`src/rtl/bss_pkg.sv`:
```
// Shared types and constants for the bit-serial subtract sequencer.
package bss_pkg;

    typedef enum logic [1:0] {
        S_IDLE = 2'd0,
        S_RUN  = 2'd1,
        S_DONE = 2'd2
    } bss_state_e;

    localparam int unsigned BSS_WIDTH_DEF = 8;

endpackage

```
`src/rtl/bit_serial_sub_ctrl_fs_cell.sv`:
```
// Combinational 1-bit full-subtractor cell: d = x - y - bin, bout = borrow out.
module fs_cell (
    input  logic x,
    input  logic y,
    input  logic bin,
    output logic d,
    output logic bout
);

    assign d    = x ^ y ^ bin;
    assign bout = (~x & y) | (~(x ^ y) & bin);

endmodule

```
`src/rtl/bit_serial_sub_ctrl.sv`:
```
// LSB-first N-bit subtractor built around a single fs_cell, one bit per clock.
// Define BSS_FLAGS_EN to add the registered zero and signed-overflow flags.
module bit_serial_sub_ctrl
    import bss_pkg::*;
#(
    parameter int unsigned WIDTH = BSS_WIDTH_DEF
) (
    input  logic             clk,
    input  logic             rst_n,
    input  logic             start,
    input  logic [WIDTH-1:0] a,
    input  logic [WIDTH-1:0] b,
    output logic             busy,
    output logic             done,
    output logic [WIDTH-1:0] diff,
    output logic             borrow
`ifdef BSS_FLAGS_EN
    ,
    output logic             zero,
    output logic             ovf
`endif
);

    localparam int unsigned CNT_W = (WIDTH > 1) ? $clog2(WIDTH) : 1;

    bss_state_e       state, state_next;
    logic [WIDTH-1:0] a_sr, b_sr;
    logic [WIDTH-2:0] d_sr;
    logic [WIDTH-1:0] d_sr_next;
    logic [CNT_W-1:0] cnt;
    logic             bflop;
    logic             cell_d, cell_bout;
    logic             last_bit;

`ifdef BSS_FLAGS_EN
    logic a_msb, b_msb;
`endif

    fs_cell u_cell (
        .x    (a_sr[0]),
        .y    (b_sr[0]),
        .bin  (bflop),
        .d    (cell_d),
        .bout (cell_bout)
    );

    assign last_bit = (cnt == CNT_W'(WIDTH - 1));
    // Only WIDTH-1 bits are stored; the live cell output completes the word on the final bit.
    assign d_sr_next = {cell_d, d_sr};

    always_ff @(posedge clk or negedge rst_n) begin
        if (!rst_n) begin
            state <= S_IDLE;
        end else begin
            state <= state_next;
        end
    end

    always_comb begin
        state_next = state;
        busy       = 1'b0;
        done       = 1'b0;
        case (state)
            S_IDLE: begin
                if (start) begin
                    state_next = S_RUN;
                end
            end
            S_RUN: begin
                busy = 1'b1;
                if (last_bit) begin
                    state_next = S_DONE;
                end
            end
            S_DONE: begin
                busy       = 1'b1;
                done       = 1'b1;
                state_next = S_IDLE;
            end
            default: begin
                state_next = S_IDLE;
            end
        endcase
    end

    always_ff @(posedge clk or negedge rst_n) begin
        if (!rst_n) begin
            a_sr   <= '0;
            b_sr   <= '0;
            d_sr   <= '0;
            cnt    <= '0;
            bflop  <= 1'b0;
            diff   <= '0;
            borrow <= 1'b0;
`ifdef BSS_FLAGS_EN
            a_msb  <= 1'b0;
            b_msb  <= 1'b0;
            zero   <= 1'b0;
            ovf    <= 1'b0;
`endif
        end else begin
            case (state)
                S_IDLE: begin
                    if (start) begin
                        a_sr  <= a;
                        b_sr  <= b;
                        d_sr  <= '0;
                        cnt   <= '0;
                        bflop <= 1'b0;
`ifdef BSS_FLAGS_EN
                        a_msb <= a[WIDTH-1];
                        b_msb <= b[WIDTH-1];
`endif
                    end
                end
                S_RUN: begin
                    a_sr  <= {1'b0, a_sr[WIDTH-1:1]};
                    b_sr  <= {1'b0, b_sr[WIDTH-1:1]};
                    d_sr  <= d_sr_next[WIDTH-1:1];
                    bflop <= cell_bout;
                    if (last_bit) begin
                        diff   <= d_sr_next;
                        borrow <= cell_bout;
`ifdef BSS_FLAGS_EN
                        zero   <= (d_sr_next == '0);
                        ovf    <= (a_msb != b_msb) && (cell_d != a_msb);
`endif
                    end else begin
                        cnt <= cnt + 1'b1;
                    end
                end
                default: begin
                end
            endcase
        end
    end

endmodule

```
`config.mk`:
```
export PLATFORM = sky130hd
export DESIGN_NAME = bit_serial_sub_ctrl
export DESIGN_NICKNAME = d
export VERILOG_FILES = /design/src/rtl/bss_pkg.sv /design/src/rtl/bit_serial_sub_ctrl_fs_cell.sv /design/src/rtl/bit_serial_sub_ctrl.sv
export SDC_FILE = /design/constraint.sdc
export NUM_CORES = 1
export LEC_CHECK = 0
export CAP_MARGIN = 10
export CORE_UTILIZATION = 32
export DETAILED_ROUTE_END_ITERATION = 16
export PLACE_DENSITY = 0.55
export SETUP_SLACK_MARGIN = 0.1
export SYNTH_ARGS = -nofsm -noshare
export SYNTH_HDL_FRONTEND = slang
export SYNTH_HIERARCHICAL = 1
export SYNTH_SLANG_ARGS = --single-unit
```
`constraint.sdc`:
```
create_clock -name clk -period 1.7 [get_ports clk]
set_input_delay 0.255 -clock clk [delete_from_list [all_inputs] [get_ports clk]]
set_output_delay 0.255 -clock clk [all_outputs]
set_load 0.1 [all_outputs]
```
### After elaboration in Yosys (flattened, before gate mapping)

Cells that the tools add are included.

* bits in registers: 38
* bits of input ports: 19
* output and inout port bits: 11
* word-level logic and storage cells: 45

* add/sub/neg operators: 1
* equal/unequal tests: 6
* multiplexer cells: 16
* bitwise gates (word level): 7
* reduce and logical (&&, ||, !) cells: 7

Operators with widths (number)
* $pmux W8 S2: 2
* $mux W8: 2
* $pmux W7 S2: 1
* $mux W7: 1
* $mux W3: 2
* $ne A2 B2 Y1 const B: 3
* $pmux W3 S2: 1
* $reduce_and A2 Y1: 3
* $mux W2: 2
* $pmux W2 S2: 1
* $add A3 B1 Y3 const B: 1
* $eq A3 B3 Y1 const B: 1
* $mux W1: 3
* $reduce_and A3 Y1: 1
* $and A1 B1 Y1: 2
* $eq A2 B1 Y1 const B: 1
* $eq A2 B2 Y1 const B: 1
* $logic_not A2 Y1: 1
* $not A1 Y1: 2
* $pmux W1 S2: 1
* $reduce_bool A2 Y1: 1
* $reduce_or A2 Y1: 1
* $xor A1 B1 Y1: 2
* $or A1 B1 Y1: 1

### Depth between registers and ports, before layout

* word-level depth: 5
* depth in mapped cells: 7
* gate-level depth less buffers: 5

### Modules after synthesis

The synthesis kept the hierarchy.

By module, submodules not included
* bit_serial_sub_ctrl: instances 1, cells each 154, area an instance 1742.9 µm²
* fs_cell: instances 1, cells each 4, area an instance 31.3 µm²

### Worst setup path after synthesis

OpenSTA, ideal clock, no wires.

* path type: register to output
* start point: register state[0]
* end point: output port busy
* data arrival time: 1.282 ns
* slack: 0.163 ns
* stages on the path, launching flop included: 3
* path buffers: 0
* cells stage by stage: dfrtp_1 inv_1 ha_1

* cells in the longest elaborated chain, start to end: 3
* elaborated cells on any way between the ends: 4

Ends and longest elaborated chain
* start: declaration: RTL line bit_serial_sub_ctrl.sv:26 `bss_state_e state, state_next;`
* start signal: assignment: RTL line bit_serial_sub_ctrl.sv:55 `state <= state_next;`
* $eq A2 B1 Y1 / $eq A2 B2 Y1 (equally long branches): RTL line bit_serial_sub_ctrl.sv:63 `case (state)`
* $reduce_or A2 Y1 (no source line) (*)
* $mux W1 (*): RTL line bit_serial_sub_ctrl.sv:63
* end: declaration: RTL line bit_serial_sub_ctrl.sv:13 `output logic busy,`

Every way passes the cells marked *; elsewhere a longest branch is shown, timed or not.

### Final worst setup path

* start point: register cnt[0]
* end point: register cnt[0]

* cells in the longest elaborated chain, start to end: 3
* elaborated cells on any way between the ends: 6

Ends and longest elaborated chain
* start: declaration: RTL line bit_serial_sub_ctrl.sv:30 `logic [CNT_W-1:0] cnt;`
* start signal: assignment: RTL line bit_serial_sub_ctrl.sv:129 `cnt <= cnt + 1'b1;`
* $add A3 B1 Y3 / $eq A3 B3 Y1 (equally long branches): RTL line bit_serial_sub_ctrl.sv:129, bit_serial_sub_ctrl.sv:47
* $mux W3 / $ne A2 B2 Y1 (equally long branches)
* $pmux W3 S2 / $reduce_and A3 Y1 (equally long branches)

Several ways; a longest one is shown, not always the timed one. The select of a mux whose other input is x is not followed.
A chain may end at the register's enable or synchronous reset.

==> metrics.yaml <==
outcome:
  outcome: "completed"
critical_path:
  r2r-start: "cnt[0]"
  cp_num_cells: 4
  startpoint_type: "register"
  worstPathCellList: "ha_1 > ha_2 > a211oi_4 > mux2_4"
  crit_end: "cnt[0]"
  crit_type: "reg -> reg"
  reg2reg_depth: 4
  crit_start: "cnt[0]"
  worstSetupEndpointType: "register"
  critPathBufInv: 0
  rrSetupSlack_ns: 0.17
  crit_fanout: 3
  cp_top_family: "adder cells"
  r2r_end: "cnt[0]"
  crit_required_ns: 1.86
  critPathArrivalTime_ns: 1.69
  cpMaxStageDelayCell: "dfrtp_1"
  max_stage_delay_ns: 0.40
yosys:
  synth_most_common_cell: "dfrtp_1"
  synth_edf_count: 0
  yosys.area.top_type_share: 0.536
  yosysTopAreaCell: "dfrtp_1"
  yosys-top-cells-area: "dfrtp_1 54%, mux2i_1 9.6%, nand2_1 7.2%"
  ys_async_sr_fraction: 1.00
  netlist_instances: 158
  synth.top_cells.by_count: "38 x dfrtp_1, 34 x nand2_1, 19 x o21ai_1"
  syn_area_um2: 1770
  syn_area_per_cell_um2: 11.2
  syn_nets: 185
  synth_warnings: 6
  ys.flop_type: "dfrtp_1"
  ys_seq_elements: 38
  ys_types: 22
  yosysSeqAreaShare: 0.536
sta:
  maxSlewViolCount: 0
  fin_tns_setup_ns: 0
  whs_ns: 0.0169
  rsz0062_at_grt: "yes"
  finClkSkew_ns: 0.00279
  setup_ws_ns: 0.170
  setup_violations: 0
  slew_headroom: 0.678
  min_period_ns: 1.53
  tightest_slew_ns: 0.483
  hold_viol: 0
  fmax_ghz: 0.654
  period_share: 0.900
clock_tree:
  clk_path_buf_depth: 2
  cts_root_buf: "clkbuf_8"
  htreeDepth: 2
  clock_latency_ns: 0.27
  clk_pin_slew_worst_paths_ns: 0.07
  cts_tree: "built"
  cts_made_buffers: 5
  clock_sinks: 38
grt:
  grt_pass1_vias: 1253
  grt_max_degree: 49
  grt_pass1_wl_um: 5690
  grt_overflow: 0
  grt.total_usage: 0.122
  antenna_found_initial: 0
job:
  timing.max_cap.violations: 0
cells_and_area:
  nNetsFinal: 221
  area_growth_pct: 35.9
  layout-drive-gt1-share: 0.244
  antenna_cells: 0
  utilization: 0.460
power_and_ir_drop:
  total_power_w: 0.00396
  power_density_nw_per_um2: 1640
  ir_drop_v: 0.000763
  p_leak_nw: 1.10
min_path:
  hold_path_class: "in -> async"
placed_design:
  dpl.hpwl_um: 2270
  gp_congestion: 0.713
  pre_cts_slack_ns: 0.0153
  portBuffers: 29
routing:
  drt_iter0_markers: 32
  wire_per_inst_um: 12.7
  remaining_drc_errors: 0
  antenna_left: 0
  routed_via_density: 4.46
  drtPass1Iterations: 4
  num_vias: 1173
  routed_wl_um: 3340
floorplanning:
  dieHeight_um: 76.5
  ios: 30
  start_util: 0.339
  die_area_um2: 5850
  rows: 26
  core-area_um2: 5240
  fp.dieW_um: 76.5
[placed cells by master, fill, tap and decap left out, types with 2 or more instances in the layout]
master / instances
buf_12: 12
ha_1: 4
o21ai_0: 6
o21ai_1: 19
buf_4: 6
clkdlybuf4s50_1: 17
inv_1: 6
mux2i_1: 16
nand2_1: 34
ha_4: 2
dfrtp_1: 37
clkbuf_8: 6
mux2_2: 10
inv_2: 2
nand2b_1: 2
[state kept, by name, indices dropped and copies added, names as in the netlist]
| register | cells |
|---|---|
| a_sr | 8 |
| bflop | 1 |
| cnt | 3 |
| state | 2 |
| b_sr | 8 |
| borrow | 1 |
| d_sr | 7 |
| diff | 8 |
[layout make-up]
cell class,instances,area [µm²]
fill,494,2830
sequential,38,952
multi-input combinational,104,773
timing repair buffer,37,485
tap,70,87.6
clock buffer,6,82.6
inverter,8,30.0
[worst register-to-register path: stages (launching register included)]
cell	delay (ns)
dfrtp_1	0.40
ha_1	0.21
ha_2	0.20
a211oi_4	0.28
mux2_4	0.32
[worst min path at each step]
stage,startpoint,to,slack [ns],depth (start not counted)
after floorplan,rst_n,a_sr[0],-0.04,0
after global placement,rst_n,d_sr[5],0.33,2
after detailed placement,rst_n,d_sr[5],0.34,2
after CTS,rst_n,diff[5],0.03,2
after global routing,rst_n,diff[5],0.06,2
final,rst_n,d_sr[5],0.02,2
[timing repair]
action	in CTS	in global routing
pin swaps	1	1
cloned	0	1
setup endpoints to repair	1	37
gates resized for setup	5	3
buffers inserted	1	0
hold buffers	0	0
[cells by family after synthesis]
group | Yosys count | synth area share
flip-flops | 38 | 0.536
adder cells (fa/ha/maj) | 8 | 0.0606
multiplexers | 28 | 0.168
AND/OR/NAND/NOR | 40 | 0.0959
AO/OA/AOI/OAI | 28 | 0.0889
buffers and inverters | 16 | 0.0508
[through the flow]
stage	area [µm²]	cells
after floorplan	1770	158
after global placement	2270	255
after detailed placement	2270	255
after CTS	2380	262
after global routing	2410	263
final	2410	263
[power breakdown]
part           internal [W]  switching, W
Clock              0.000313      0.000279
Combinational      0.000900       0.00108
Sequential          0.00120      0.000188
Total               0.00241       0.00155
[metal layers]
metal  GRT usage  share of wire  up-vias
li1            -              -      592
met1       0.160           0.50      560
met2       0.195           0.47       19
met3      0.0275          0.028        2
met4      0.0462         0.0036        0
met5           0              0        -
(Power assumes the default switching activity.)
